### config.mk
export PLATFORM = sky130hd
export DESIGN_NAME = router_output_flat
export DESIGN_NICKNAME = d
export VERILOG_FILES = /design/src/rtl/router_output_pkg.sv /design/src/rtl/router_output_if.sv /design/src/rtl/router_output_credit_counter.sv /design/src/rtl/router_output.sv /design/src/flat_wrapper.sv
export SDC_FILE = /design/constraint.sdc
export NUM_CORES = 1
export LEC_CHECK = 0
export BUFFER_PORTS_ARGS = -buffer_cell sky130_fd_sc_hd__clkbuf_2
export CAP_MARGIN = 30
export CORE_MARGIN = 2
export CORE_UTILIZATION = 55
export DETAILED_ROUTE_END_ITERATION = 10
export PLACE_DENSITY_LB_ADDON = 0.08
export RECOVER_POWER = 50
export SETUP_SLACK_MARGIN = 0.3
export SLEW_MARGIN = 10
export SYNTH_ARGS = -nofsm -noshare
export SYNTH_HDL_FRONTEND = slang
export SYNTH_SLANG_ARGS = --single-unit
export TNS_END_PERCENT = 50
### constraint.sdc
create_clock -name clock -period 11.5 [get_ports clock]
set_input_delay 1.725 -clock clock [delete_from_list [all_inputs] [get_ports clock]]
set_output_delay 1.725 -clock clock [all_outputs]
set_load 0.005 [all_outputs]
### src/rtl/router_output_pkg.sv
// Shared types and helpers for the router output stage.
// FLIT_WIDTH falls back to 36 bits when no project-wide definition exists.
// Optional statistics counters: define ROUTER_OUTPUT_STATS_EN.
`ifndef FLIT_WIDTH
`define FLIT_WIDTH 36
`endif

package router_output_pkg;

    localparam int FLIT_WIDTH = `FLIT_WIDTH;

    typedef logic [FLIT_WIDTH-1:0] flit_t;

    // Outcome of the routing decision for the flit presented this cycle.
    typedef enum logic [1:0] {
        ROUTE_IDLE    = 2'd0,   // no flit offered, or pipeline not enabled
        ROUTE_SENT    = 2'd1,   // flit accepted onto its output VC
        ROUTE_STALL   = 2'd2,   // legal target but no downstream credit
        ROUTE_ILLEGAL = 2'd3    // target vector not exactly one-hot
    } route_status_e;

    // Ceiling log2; a value of 1 yields 0.
    function automatic int clog_b2(input int value);
        int result;
        int remaining;
        result    = 0;
        remaining = value - 1;
        while (remaining > 0) begin
            result    = result + 1;
            remaining = remaining >> 1;
        end
        return result;
    endfunction

endpackage

### src/rtl/router_output_if.sv
// Flit bus between the stage-2 pipeline, the output stage and the
// downstream links. The slave side is the output stage itself.
interface router_output_if
    import router_output_pkg::*;
#(
    parameter int NPORTS = 5,
    parameter int NVCS   = 2
);

    localparam int NOUTPUTS = NPORTS * NVCS;

    logic [FLIT_WIDTH-1:0]        s2_flit;
    logic                         s2_flit_valid;
    logic [NOUTPUTS-1:0]          s2_ovc_decoded;
    logic [NOUTPUTS-1:0]          credit_in;
    logic                         s2_flit_routed;
    logic [NPORTS*FLIT_WIDTH-1:0] flit_out;
    logic [NOUTPUTS-1:0]          flit_out_valid;

    modport master (
        output s2_flit,
        output s2_flit_valid,
        output s2_ovc_decoded,
        output credit_in,
        input  s2_flit_routed,
        input  flit_out,
        input  flit_out_valid
    );

    modport slave (
        input  s2_flit,
        input  s2_flit_valid,
        input  s2_ovc_decoded,
        input  credit_in,
        output s2_flit_routed,
        output flit_out,
        output flit_out_valid
    );

endinterface

### src/rtl/router_output_credit_counter.sv
// Credit counter for one output VC. Starts full (BUF_DEPTH), counts down
// on each flit sent and up on each credit returned; a return while already
// full is flagged as overflow and the count saturates.
module router_output_credit_counter
    import router_output_pkg::*;
#(
    parameter int BUF_DEPTH = 4,
    parameter int CRED_W    = clog_b2(BUF_DEPTH) + 1
) (
    input  logic              clock,
    input  logic              reset,
    input  logic              inc,
    input  logic              dec,
    output logic [CRED_W-1:0] count,
    output logic              nonzero,
    output logic              full,
    output logic              overflow
);

    localparam logic [CRED_W-1:0] DEPTH_VAL = CRED_W'(BUF_DEPTH);

    logic [CRED_W-1:0] count_reg;
    logic [CRED_W-1:0] count_next;

    // Next count: simultaneous inc/dec cancel; inc at full saturates.
    always_comb begin
        count_next = count_reg;
        overflow   = 1'b0;
        if (inc && !dec) begin
            if (count_reg == DEPTH_VAL) begin
                overflow = 1'b1;
            end else begin
                count_next = count_reg + 1'b1;
            end
        end else if (dec && !inc) begin
            count_next = count_reg - 1'b1;
        end
    end

    // Count register, restored to a full buffer on reset.
    always_ff @(posedge clock) begin
        if (reset) begin
            count_reg <= DEPTH_VAL;
        end else begin
            count_reg <= count_next;
        end
    end

    assign count   = count_reg;
    assign nonzero = (count_reg != '0);
    assign full    = (count_reg == DEPTH_VAL);

endmodule

### src/rtl/router_output.sv
// Router output stage: checks credit for the stage-2 flit's decoded
// output VC, registers accepted flits onto their port, tracks per-VC
// credits, flags protocol errors and reports quiescence.
// Optional statistics counters: define ROUTER_OUTPUT_STATS_EN.
module router_output
    import router_output_pkg::*;
#(
    parameter int NPORTS    = 5,
    parameter int NVCS      = 2,
    parameter int BUF_DEPTH = 4
) (
    input  logic             clock,
    input  logic             reset,
    input  logic             enable,
    input  logic             sim_time_tick,
    router_output_if.slave   bus,
    output logic             can_increment,
    output logic             route_error,
    output logic [31:0]      stat_flits_sent,
    output logic [31:0]      stat_stall_cycles
);

    localparam int NOUTPUTS = NPORTS * NVCS;
    localparam int LOG_CRED = clog_b2(BUF_DEPTH);
    localparam int CRED_W   = LOG_CRED + 1;

    route_status_e              route_status;
    logic                       target_legal;
    logic                       credit_ok;
    logic                       routed;
    logic                       error_set;
    logic [NOUTPUTS-1:0]        credit_dec;
    logic [NOUTPUTS-1:0]        credit_nonzero;
    logic [NOUTPUTS-1:0]        credit_full;
    logic [NOUTPUTS-1:0]        credit_overflow;
    logic [NOUTPUTS*CRED_W-1:0] credit_count;
    logic                       credit_count_unused;
    logic [NPORTS-1:0]          port_hit;

    flit_t                        flit_out_reg [NPORTS];
    logic [NPORTS*FLIT_WIDTH-1:0] flit_out_flat;
    logic [NOUTPUTS-1:0]          flit_out_valid_reg;
    logic [NOUTPUTS-1:0]          flit_out_valid_next;
    logic                         route_error_reg;
    logic                         route_error_next;
    logic                         can_increment_reg;
    logic                         can_increment_next;

    // Exactly one target bit set: nonzero and clearing the lowest set bit leaves zero.
    assign target_legal = (bus.s2_ovc_decoded != '0) &&
                          ((bus.s2_ovc_decoded & (bus.s2_ovc_decoded - 1'b1)) == '0);
    assign credit_ok    = |(bus.s2_ovc_decoded & credit_nonzero);

    // Classify the offered flit; only a legal target with credit is sent.
    always_comb begin
        route_status = ROUTE_IDLE;
        if (enable && bus.s2_flit_valid) begin
            if (!target_legal) begin
                route_status = ROUTE_ILLEGAL;
            end else if (credit_ok) begin
                route_status = ROUTE_SENT;
            end else begin
                route_status = ROUTE_STALL;
            end
        end
    end

    assign routed             = (route_status == ROUTE_SENT);
    assign credit_dec         = routed ? bus.s2_ovc_decoded : '0;
    assign bus.s2_flit_routed = routed;

    // One credit counter per output VC; counting is independent of enable.
    generate
        for (genvar gi = 0; gi < NOUTPUTS; gi++) begin : g_credit
            router_output_credit_counter #(
                .BUF_DEPTH (BUF_DEPTH),
                .CRED_W    (CRED_W)
            ) u_credit_counter (
                .clock    (clock),
                .reset    (reset),
                .inc      (bus.credit_in[gi]),
                .dec      (credit_dec[gi]),
                .count    (credit_count[gi*CRED_W +: CRED_W]),
                .nonzero  (credit_nonzero[gi]),
                .full     (credit_full[gi]),
                .overflow (credit_overflow[gi])
            );
        end
    endgenerate

    // Raw levels are not needed by the decision logic (nonzero/full cover it);
    // folded into one named net so they stay visible as a probe point.
    assign credit_count_unused = ^credit_count;

    // Per-port data register: loads only when a flit is sent to one of its VCs.
    generate
        for (genvar gi = 0; gi < NPORTS; gi++) begin : g_port
            assign port_hit[gi] = |credit_dec[gi*NVCS +: NVCS];

            // Hold old data unless this port was the routing target.
            always_ff @(posedge clock) begin
                if (reset) begin
                    flit_out_reg[gi] <= '0;
                end else if (port_hit[gi]) begin
                    flit_out_reg[gi] <= bus.s2_flit;
                end
            end

            assign flit_out_flat[gi*FLIT_WIDTH +: FLIT_WIDTH] = flit_out_reg[gi];
        end
    endgenerate

    // Valid is a fresh one-cycle pulse each cycle; zero whenever nothing was sent.
    assign flit_out_valid_next = credit_dec;

    // Valid register; cleared on reset so in-flight flits are dropped.
    always_ff @(posedge clock) begin
        if (reset) begin
            flit_out_valid_reg <= '0;
        end else begin
            flit_out_valid_reg <= flit_out_valid_next;
        end
    end

    assign bus.flit_out       = flit_out_flat;
    assign bus.flit_out_valid = flit_out_valid_reg;

    // Sticky error: a new error in the same cycle beats the time-tick clear.
    assign error_set = (route_status == ROUTE_ILLEGAL) || (|credit_overflow);

    always_comb begin
        route_error_next = route_error_reg;
        if (error_set) begin
            route_error_next = 1'b1;
        end else if (sim_time_tick) begin
            route_error_next = 1'b0;
        end
    end

    // Error flag register.
    always_ff @(posedge clock) begin
        if (reset) begin
            route_error_reg <= 1'b0;
        end else begin
            route_error_reg <= route_error_next;
        end
    end

    assign route_error = route_error_reg;

    // Quiescent when every credit is home, nothing is on the outputs and no flit is offered.
    assign can_increment_next = (&credit_full) && (flit_out_valid_reg == '0) &&
                                !bus.s2_flit_valid;

    // Quiescence register; rises the cycle after reset once the stage is idle.
    always_ff @(posedge clock) begin
        if (reset) begin
            can_increment_reg <= 1'b0;
        end else begin
            can_increment_reg <= can_increment_next;
        end
    end

    assign can_increment = can_increment_reg;

`ifdef ROUTER_OUTPUT_STATS_EN
    logic [31:0] stat_flits_reg;
    logic [31:0] stat_stall_reg;

    // Free-running wrap-around counters of sent flits and stalled offers.
    always_ff @(posedge clock) begin
        if (reset) begin
            stat_flits_reg <= '0;
            stat_stall_reg <= '0;
        end else begin
            if (route_status == ROUTE_SENT) begin
                stat_flits_reg <= stat_flits_reg + 32'd1;
            end
            if ((route_status == ROUTE_STALL) || (route_status == ROUTE_ILLEGAL)) begin
                stat_stall_reg <= stat_stall_reg + 32'd1;
            end
        end
    end

    assign stat_flits_sent   = stat_flits_reg;
    assign stat_stall_cycles = stat_stall_reg;
`else
    assign stat_flits_sent   = 32'd0;
    assign stat_stall_cycles = 32'd0;
`endif

endmodule

### src/flat_wrapper.sv
// flat-port wrapper written by rule: the top's interface ports become plain ports
module router_output_flat import router_output_pkg::*;
#(
    parameter int NPORTS    = 5,
    parameter int NVCS      = 2,
    parameter int BUF_DEPTH = 4
)
  (clock, reset, enable, sim_time_tick, can_increment, route_error, stat_flits_sent, stat_stall_cycles, bus_s2_flit, bus_s2_flit_valid, bus_s2_ovc_decoded, bus_credit_in, bus_s2_flit_routed, bus_flit_out, bus_flit_out_valid);
  router_output_if #(.NPORTS(NPORTS), .NVCS(NVCS)) bus_i ();
  input  logic clock;
  input  logic reset;
  input  logic enable;
  input  logic sim_time_tick;
  output logic can_increment;
  output logic route_error;
  output logic [31:0] stat_flits_sent;
  output logic [31:0] stat_stall_cycles;
  input wire logic [$bits(bus_i.s2_flit)-1:0] bus_s2_flit;
  input wire logic [$bits(bus_i.s2_flit_valid)-1:0] bus_s2_flit_valid;
  input wire logic [$bits(bus_i.s2_ovc_decoded)-1:0] bus_s2_ovc_decoded;
  input wire logic [$bits(bus_i.credit_in)-1:0] bus_credit_in;
  output wire logic [$bits(bus_i.s2_flit_routed)-1:0] bus_s2_flit_routed;
  output wire logic [$bits(bus_i.flit_out)-1:0] bus_flit_out;
  output wire logic [$bits(bus_i.flit_out_valid)-1:0] bus_flit_out_valid;
  assign bus_i.s2_flit = bus_s2_flit;
  assign bus_i.s2_flit_valid = bus_s2_flit_valid;
  assign bus_i.s2_ovc_decoded = bus_s2_ovc_decoded;
  assign bus_i.credit_in = bus_credit_in;
  assign bus_s2_flit_routed = bus_i.s2_flit_routed;
  assign bus_flit_out = bus_i.flit_out;
  assign bus_flit_out_valid = bus_i.flit_out_valid;
  router_output #(.NPORTS(NPORTS), .NVCS(NVCS), .BUF_DEPTH(BUF_DEPTH)) u_core (.clock(clock), .reset(reset), .enable(enable), .sim_time_tick(sim_time_tick), .bus(bus_i), .can_increment(can_increment), .route_error(route_error), .stat_flits_sent(stat_flits_sent), .stat_stall_cycles(stat_stall_cycles));
endmodule
==> results.cfg, run 1 <==
[final_layout]
largest_reg_flops = 180
diodes = 0
fin_util_pct = 65.5
instances_no_fill = 1272
drive_gt1_share_pct = 17.9
syn_to_final_growth_pct = 17.8
nets = 1096
fill_cells = 1467

[sta]
finalHoldViolations = 0
fin_crit_sh_pct = 57.4
max-slew-margin-rel_pct = -27.8
worst_pin_slew_ns = 1.92
finalClockSkew_ns = 0.0161
fin_crit_ns = 6.60
rsz0062_at_grt = no
slew_viol_final = 111
setup_viol_count_final = 0
fmaxAchievable_mhz = 151
fin_setup_tns_ns = 0

[floorplanning]
num_rows = 49
dieArea_um2 = 19100
die_w_um = 138
core_area_um2 = 17800
pin_count = 318
start_util_pct = 55.6
die_h_um = 138

[clocking]
post-cts-setup-buffers = 0
numCtsBuffers = 24
clock_sinks = 222
post_cts_resized = 0
cts-root-buf = clkbuf_16
holdBufCountCts = 0
htreeDepth = 1
clkSlewWorstSetupHoldPaths_ns = 0.05
clk_latency_ns = 0.50
cts_tree = yes
ctsLongestPathBuffers = 3

[critical_path]
worst_path_max_delay_cell = nor4_1
start_kind = primary input
critical_path_class = primary input to output pin
worstPathCellList = clkbuf_1 > or4_1 > maj3_1 > nor4_1 > nand3_1 > inv_1 > clkbuf_2
critPathCaptureType = output pin
path_max_fanout = 12
max_stage_delay_ns = 0.63
cp.arrival_ns = 4.88
critical_path_required_ns = 9.78

[routing]
drtAntennaViolNets = 0
vias = 6597
first_pass_iters = 5
wire_per_inst_um = 19.3
viasPerCell = 5.19
routed_wirelength_mm = 24.5
drt_iter0_markers = 413
drcViolationCount = 0

[power]
p_leak_nw = 4.76
powerDensity_nw_per_um2 = 145
ir_worst_vdd_mv = 0.148
finalPower_mw = 1.69

[global_routing]
met3_usage_pct = 4.43
busiest_layer = met2
grtUsageTotal_pct = 24.8
grt_max_degree = 37
gr-usage-met2_pct = 41.9
gr-total-overflow = 0
antenna_found_initial = 0
use_met1_pct = 33.7
grt_pass1_vias = 6270
grt_pass1_wl_mm = 37.1

[place]
dp.cells = 1228
port_buffers = 253
gp_congestion = 0.929
hpwl_mm = 16.8

[yosys]
synthCells = 762
yosys_register_bits = 222
yosysMostFrequentCell = and2_1
synth-warning-count = 0
syn_area_um2 = 9920
synth.top_cell.area_share_pct = 54.5
synthFlopType = edfxtp_1
yosys-top-cells-area = edfxtp_1 (54%), and2_1 (12%), dfxtp_1 (8.5%), buf_4 (5.1%), fa_1 (2.0%)
synth_commonest_cells = and2_1 (185), edfxtp_1 (180), buf_4 (68)
synth_top_area_cell = edfxtp_1
synth_area_per_cell_um2 = 13.0
async_reset_ff_share_pct = 0
synth_edf_count = 180
yosysUniqueCellTypes = 65
yosysSeqAreaShare_pct = 63.0

[min_path]
hold_class = flip-flop to flip-flop

[run_status]
run_status = finished with violations
violations = capacitance limit, slew limit

[run]
maxCapViolations = 3
-- metrics by stage --
step	hold WS (ns)	worst slack, ns	instance area (um2)
detailed placement	0.507	5.83	11300
finish	0.529	4.90	11700
floorplan	0.472	5.20	10200
CTS	0.530	5.82	12000
global placement	0.506	5.87	11200
global route	0.559	4.68	11700
-- report_power, final --
group | total, mW | internal (mW) | switching [mW]
clock | 0.716 | 0.420 | 0.295
sequential | 0.888 | 0.883 | 0.00553
combinational | 0.0858 | 0.0253 | 0.0606
total | 1.69 | 1.33 | 0.361
-- layout make-up --
class / count / area (um2) / area share [%]
Inverter: 7 / 26.3 / 0.225
Clock inverter: 12 / 83.8 / 0.717
Sequential cell: 222 / 6250 / 53.5
Tap cell: 229 / 287 / 2.45
Clock buffer: 32 / 652 / 5.58
Timing Repair Buffer: 264 / 1210 / 10.3
Multi-Input combinational cell: 506 / 3180 / 27.2
-- per-layer routing --
metal | part of all wire [%] | wire, um
met2 | 49 | 12000
met5 | 0 | 0
met4 | 2.2 | 542
met1 | 42 | 10200
met3 | 7.0 | 1720
-- logic make-up (layout without fill, tap and decap cells) --
kind of cell | after synthesis | in the layout | synth area share, %
AO/OA/AOI/OAI | 62 | 62 | 4.99
adder cells (fa/ha/maj) | 11 | 11 | 2.13
XOR/XNOR | 15 | 15 | 1.32
multiplexers | 10 | 10 | 1.19
AND/OR/NAND/NOR | 344 | 344 | 21.0
other | 1 | 64 | 0.0378
buffers and inverters | 97 | 315 | 6.39
flip-flops | 222 | 222 | 63.0
-- path summary, 6_finish.rpt --
check | startpoint | slack [ns] | to | cells past startpoint
max | bus_s2_ovc_decoded[0] | 4.90 | bus_s2_flit_routed | 7
min | u_core.g_credit[9].u_credit_counter.count[2] | 0.53 | u_core.can_increment | 2
max reg2reg | u_core.g_credit[1].u_credit_counter.count[0] | 7.71 | u_core.flit_out_reg[4][8] | 8
min reg2reg | u_core.g_credit[9].u_credit_counter.count[2] | 0.53 | u_core.can_increment | 2
-- critical path: cells and delay by family --
kind / cells / cell delay [ns]
fa+ha+maj: 1 / 0.48
buf+inv: 3 / 0.85
simple gates: 3 / 1.82
-- placed cells by master, fill, tap and decap left out, types with 3 or more instances in the layout --
| cell type | Yosys | layout |
|---|---|---|
| xor2_1 | 3 | 3 |
| nor3b_1 | 8 | 8 |
| buf_4 | 68 | 6 |
| or2_2 | 3 | 3 |
| a21o_1 | 3 | 3 |
| conb_1 | 1 | 64 |
| xnor2_1 | 12 | 12 |
| clkinv_2 | 0 | 4 |
| a32oi_1 | 5 | 5 |
| nor3_1 | 9 | 10 |
| clkbuf_1 | 13 | 132 |
| clkbuf_2 | 3 | 130 |
| nand2_1 | 33 | 32 |
| o21ai_1 | 5 | 3 |
| clkbuf_16 | 0 | 25 |
| o31ai_1 | 10 | 14 |
| clkinv_1 | 0 | 6 |
| nand4b_1 | 3 | 3 |
| nor4_1 | 5 | 7 |
| inv_1 | 6 | 7 |
| o21ai_0 | 8 | 9 |
| a21oi_1 | 4 | 4 |
| or3_1 | 5 | 5 |
| o21a_1 | 4 | 4 |
| nor2_1 | 40 | 40 |
| nor4b_1 | 5 | 5 |
| o22ai_1 | 2 | 3 |
| nand3_1 | 11 | 11 |
| nand4_1 | 6 | 7 |
| and2_1 | 185 | 146 |
| edfxtp_1 | 180 | 180 |
| mux2i_1 | 8 | 8 |
| and3_1 | 8 | 8 |
| fa_1 | 10 | 10 |
| dfxtp_1 | 42 | 42 |
| or4_1 | 3 | 6 |
| and2_0 | 0 | 39 |
| and4_1 | 3 | 3 |
(Power assumes the default switching activity.)
==> run 2: changes to the inputs <==
CORE_UTILIZATION = 46   (was 55)
clock period = 5.9 ns   (was 11.5 ns; I/O delays follow)
==> run 2 against run 1 <==
Effect of this change:
- combinational power up 95%
- clock skew down 0.0019 ns
- utilization down 9.6 points
- global-route usage down 3.4 points
- via count down 1.1%
- the run still ends with capacitance limit, slew limit left
- clock-buffer cell count down 3
- cell count up 3.4%
- total power up 100%
- sequential power up 95%
- largest power group unchanged
==> results.cfg, run 2 (same netlist as run 1, synthesis figures left out) <==
[sta]
rsz0062_at_grt = no
worst_pin_slew_ns = 1.91
fin_crit_sh_pct = 79.6
fmaxAchievable_mhz = 213
slew_viol_final = 74
setup_viol_count_final = 0
max-slew-margin-rel_pct = -27.2
fin_crit_ns = 4.70
finalClockSkew_ns = 0.0141
fin_setup_tns_ns = 0
finalHoldViolations = 0

[floorplanning]
core_area_um2 = 21100
pin_count = 318
start_util_pct = 47.0
die_w_um = 151
die_h_um = 151
num_rows = 53
dieArea_um2 = 22800

[power]
ir_worst_vdd_mv = 0.176
powerDensity_nw_per_um2 = 290
p_leak_nw = 4.72

[routing]
first_pass_iters = 4
vias = 6522
routed_wirelength_mm = 25.1
drt_iter0_markers = 400
viasPerCell = 4.96
wire_per_inst_um = 19.1
drcViolationCount = 0
drtAntennaViolNets = 0

[final_layout]
fill_cells = 1902
diodes = 0
instances_no_fill = 1315
multi_input_area_um2 = 3210
final_cell_mix = edfxtp_1 (180), and2_1 (159), clkbuf_1 (154)
regArea_um2 = 6250
syn_to_final_growth_pct = 18.9
drive_gt1_share_pct = 16.1
largest_reg_flops = 180
layout_commonest_cell = edfxtp_1
nets = 1094

[critical_path]
critical_path_class = primary input to output pin
worstPathCellList = clkbuf_1 > or4_1 > maj3_1 > nor4_1 > nand3_4 > inv_1 > clkbuf_2
critPathCaptureType = output pin
crit_buf_inv = 3
path_delay_family = simple AND/OR/NAND/NOR gates
cp.arrival_ns = 3.81
start_kind = primary input
max_stage_delay_ns = 0.85
worst_path_max_delay_cell = nor4_1
critical_path_required_ns = 5.02
path_max_fanout = 12

[global_routing]
grtUsageTotal_pct = 21.4
grt_pass1_wl_mm = 36.7
gr-total-overflow = 0
antenna_found_initial = 0
grt_max_degree = 37
grt_pass1_vias = 6201

[clocking]
post_cts_resized = 0
numCtsBuffers = 24
holdBufCountCts = 0
htreeDepth = 1
ctsLongestPathBuffers = 3
clk_latency_ns = 0.51
clkSlewWorstSetupHoldPaths_ns = 0.06
cts-root-buf = clkbuf_16
post-cts-setup-buffers = 0
cts_tree = yes
clock_sinks = 222

[place]
dp.cells = 1272
gp_congestion = 0.896
hpwl_mm = 17.5
port_buffers = 253

[min_path]
hold_class = flip-flop to flip-flop

[run]
maxCapViolations = 2

[run_status]
violations = capacitance limit, slew limit
run_status = finished with violations
-- run 2: layer usage --
layer | global-route usage [%] | routed length [um]
met1 | 29.2 | 10600
met2 | 36.1 | 11700
met3 | 3.37 | 2040
met4 | 5.65 | 627
met5 | 0 | 0
-- run 2: power by group --
| group | internal, mW | leakage [nW] | total (mW) | switching, mW |
|---|---|---|---|---|
| Combinational | 0.0485 | 2.06 | 0.167 | 0.118 |
| Sequential | 1.72 | 2.27 | 1.73 | 0.0117 |
| Clock | 0.925 | 0.390 | 1.53 | 0.600 |
-- run 2: worst register-to-register path: stages (launching register included) --
cell	delay (ns)
dfxtp_1	0.36
o31ai_1	0.34
nand4_1	0.21
or3_1	0.55
nand3_4	0.23
nor3_1	0.08
clkbuf_1	0.75
and2_0	0.46
-- run 2: final cells by class --
cell class	count	area share (%)
clock buffer	29	5.25
clock inverter	14	1.56
inverter	7	0.223
multi-input combinational	506	27.2
sequential	222	52.9
tap	275	2.92
timing repair buffer	262	9.89
-- run 2: path summary, 6_finish.rpt --
| check | start | slack, ns | end | depth (start not counted) |
|---|---|---|---|---|
| setup / recovery | bus_s2_ovc_decoded[0] | 1.20 | bus_s2_flit_routed | 7 |
| hold / removal | u_core.g_credit[0].u_credit_counter.count[2] | 0.53 | u_core.g_credit[0].u_credit_counter.count[2] | 2 |
| setup reg to reg | u_core.g_credit[8].u_credit_counter.count[0] | 2.66 | u_core.flit_out_reg[1][1] | 7 |
| hold reg to reg | u_core.g_credit[0].u_credit_counter.count[2] | 0.53 | u_core.g_credit[0].u_credit_counter.count[2] | 2 |
-- run 2: through the flow --
step	cell area [um2]	util [%]	power (mW)	hold slack [ns]	setup slack [ns]
after floorplan	10200	-	1.87	0.472	0.439
after global routing	11800	55.9	3.54	0.562	0.887
final	11800	55.9	3.42	0.529	1.20
after detailed placement	11300	53.6	1.95	0.509	1.56
after global placement	11300	53.5	1.94	0.504	1.61
after CTS	12100	57.5	3.47	0.528	1.89
==> run 3: changes to the inputs <==
clock period = 4.1 ns   (was 5.9 ns; I/O delays follow)
==> run 3 against run 2 <==
Effect of this change:
- the flow now finishes without violations
- critical path depth unchanged
- clock power grew 35%
- via count grew 0.80%
- sequential power increased by 44%
- cell area grew 0.87%
- global-route usage is essentially flat
- register-to-register slack got worse by 1.7 ns
- utilization grew 0.49 points
- routed wire length barely moved
- cell count up 0.61%
- clock-buffer cell count is 1 lower
- critical path type unchanged
- critical endpoint unchanged
- largest cell class unchanged
- largest power group unchanged
==> results.cfg, run 3 (same netlist as run 1, synthesis figures left out) <==
[critical_path]
startpoint = bus_s2_ovc_decoded[0]
path_max_fanout = 12
critPathCaptureType = output pin
crit_top_cell = clkbuf_2
start_kind = primary input
worst_path_max_delay_cell = or4_1
max_stage_delay_ns = 0.59
critical_path_class = primary input to output pin
r2r_setup_slack_ns = 0.95
critical_path_required_ns = 3.48
cp.arrival_ns = 2.98
worstPathCellList = clkbuf_2 > or4_1 > maj3_1 > nor4_4 > nand3_4 > inv_1 > clkbuf_2
r2r-start = u_core.g_credit[1].u_credit_counter.count[0]

[clocking]
clock_sinks = 222
clkSlewWorstSetupHoldPaths_ns = 0.06
holdBufCountCts = 0
cts-root-buf = clkbuf_16
clk_latency_ns = 0.52
post-cts-setup-buffers = 0
post_cts_resized = 0
numCtsBuffers = 24
htreeDepth = 1
ctsLongestPathBuffers = 3
cts_tree = yes

[final_layout]
fin_util_pct = 56.4
diodes = 0
regArea_um2 = 6250
largest_reg_flops = 180
drive_gt1_share_pct = 17.1
nets = 1101
fin_area_um2 = 11900
syn_to_final_growth_pct = 20.0
fill_cells = 1880
multi_input_area_um2 = 3240
final_cell_mix = and2_1 (181), edfxtp_1 (180), clkbuf_1 (148)
layout_commonest_cell = and2_1
instances_no_fill = 1323

[routing]
drcViolationCount = 0
wire_per_inst_um = 19.0
first_pass_iters = 4
vias = 6574
viasPerCell = 4.97
routed_wirelength_mm = 25.1
drtAntennaViolNets = 0
drt_iter0_markers = 327

[place]
port_buffers = 253
dp.cells = 1279
gp_congestion = 0.849
placed_cell_area_um2 = 11400
hpwl_mm = 17.6
post-place-ws_ns = 0.522

[power]
powerDensity_nw_per_um2 = 404
p_leak_nw = 4.80
finalPower_mw = 4.81
ir_worst_vdd_mv = 0.322

[global_routing]
grtUsageTotal_pct = 21.5
gr-total-overflow = 0
grt_pass1_vias = 6124
grt_max_degree = 37
grt_pass1_wl_mm = 36.9
antenna_found_initial = 0

[sta]
fin_setup_tns_ns = 0
worst_pin_slew_ns = 0.815
setup_viol_count_final = 0
slew_viol_final = 0
whs_ns = 0.422
max-slew-margin-rel_pct = 45.7
fin_ws_ns = 0.502
finalHoldViolations = 0
fmaxAchievable_mhz = 278
fin_crit_ns = 3.60
finalClockSkew_ns = 0.0179
fin_crit_sh_pct = 87.8
rsz0062_at_grt = no

[run_status]
run_status = finished clean

[floorplanning]
core_area_um2 = 21100
start_util_pct = 47.0
num_rows = 53
die_w_um = 151
dieArea_um2 = 22800
die_h_um = 151
pin_count = 318

[min_path]
hold_class = primary input to flip-flop
min_from = bus_s2_flit[17]

[run]
maxCapViolations = 0
==> run 3: changes by cell type in the layout (fill, tap and decap cells not counted), moves of 4 or more <==
cell      before  now
clkbuf_2     105  109
clkbuf_1     154  148
buf_12         2    7
and2_0        26    4
and2_1       159  181
clkinv_1       3    9
==> run 3: path summary, 6_finish.rpt <==
| kind | to | cells past startpoint |
|---|---|---|
| worst max register to register | u_core.g_credit[4].u_credit_counter.count[2] | 10 |
| worst min register to register | u_core.g_credit[1].u_credit_counter.count[2] | 2 |
| worst min-delay path | u_core.flit_out_reg[0][17] | 2 |
| worst max-delay path | bus_s2_flit_routed | 7 |
==> run 3: routing by layer <==
metal,up-vias,GRT usage [%],part of all wire (%)
met4,0,5.75,2.3
met1,3160,29.4,43
met5,-,0,0
met3,35,3.73,7.3
li1,3113,-,-
met2,266,35.6,47
==> run 3: report_power, final <==
group	internal, mW	total, mW	switching (mW)
clock	1.21	2.07	0.856
combinational	0.0764	0.249	0.172
sequential	2.47	2.49	0.0162
==> run 3: critical path, delay by kind of cell <==
family,cells,cell delay [ns]
fa+ha+maj,1,0.50
buf+inv,3,0.74
simple gates,3,1.13
==> run 3: area by class of cell <==
| cell class | instances | area share (%) |
|---|---|---|
| clock inverter | 16 | 1.09 |
| clock buffer | 28 | 5.26 |
| multi-input combinational | 506 | 27.2 |
| timing repair buffer | 269 | 10.8 |
| inverter | 7 | 0.221 |
| tap | 275 | 2.89 |
| sequential | 222 | 52.5 |
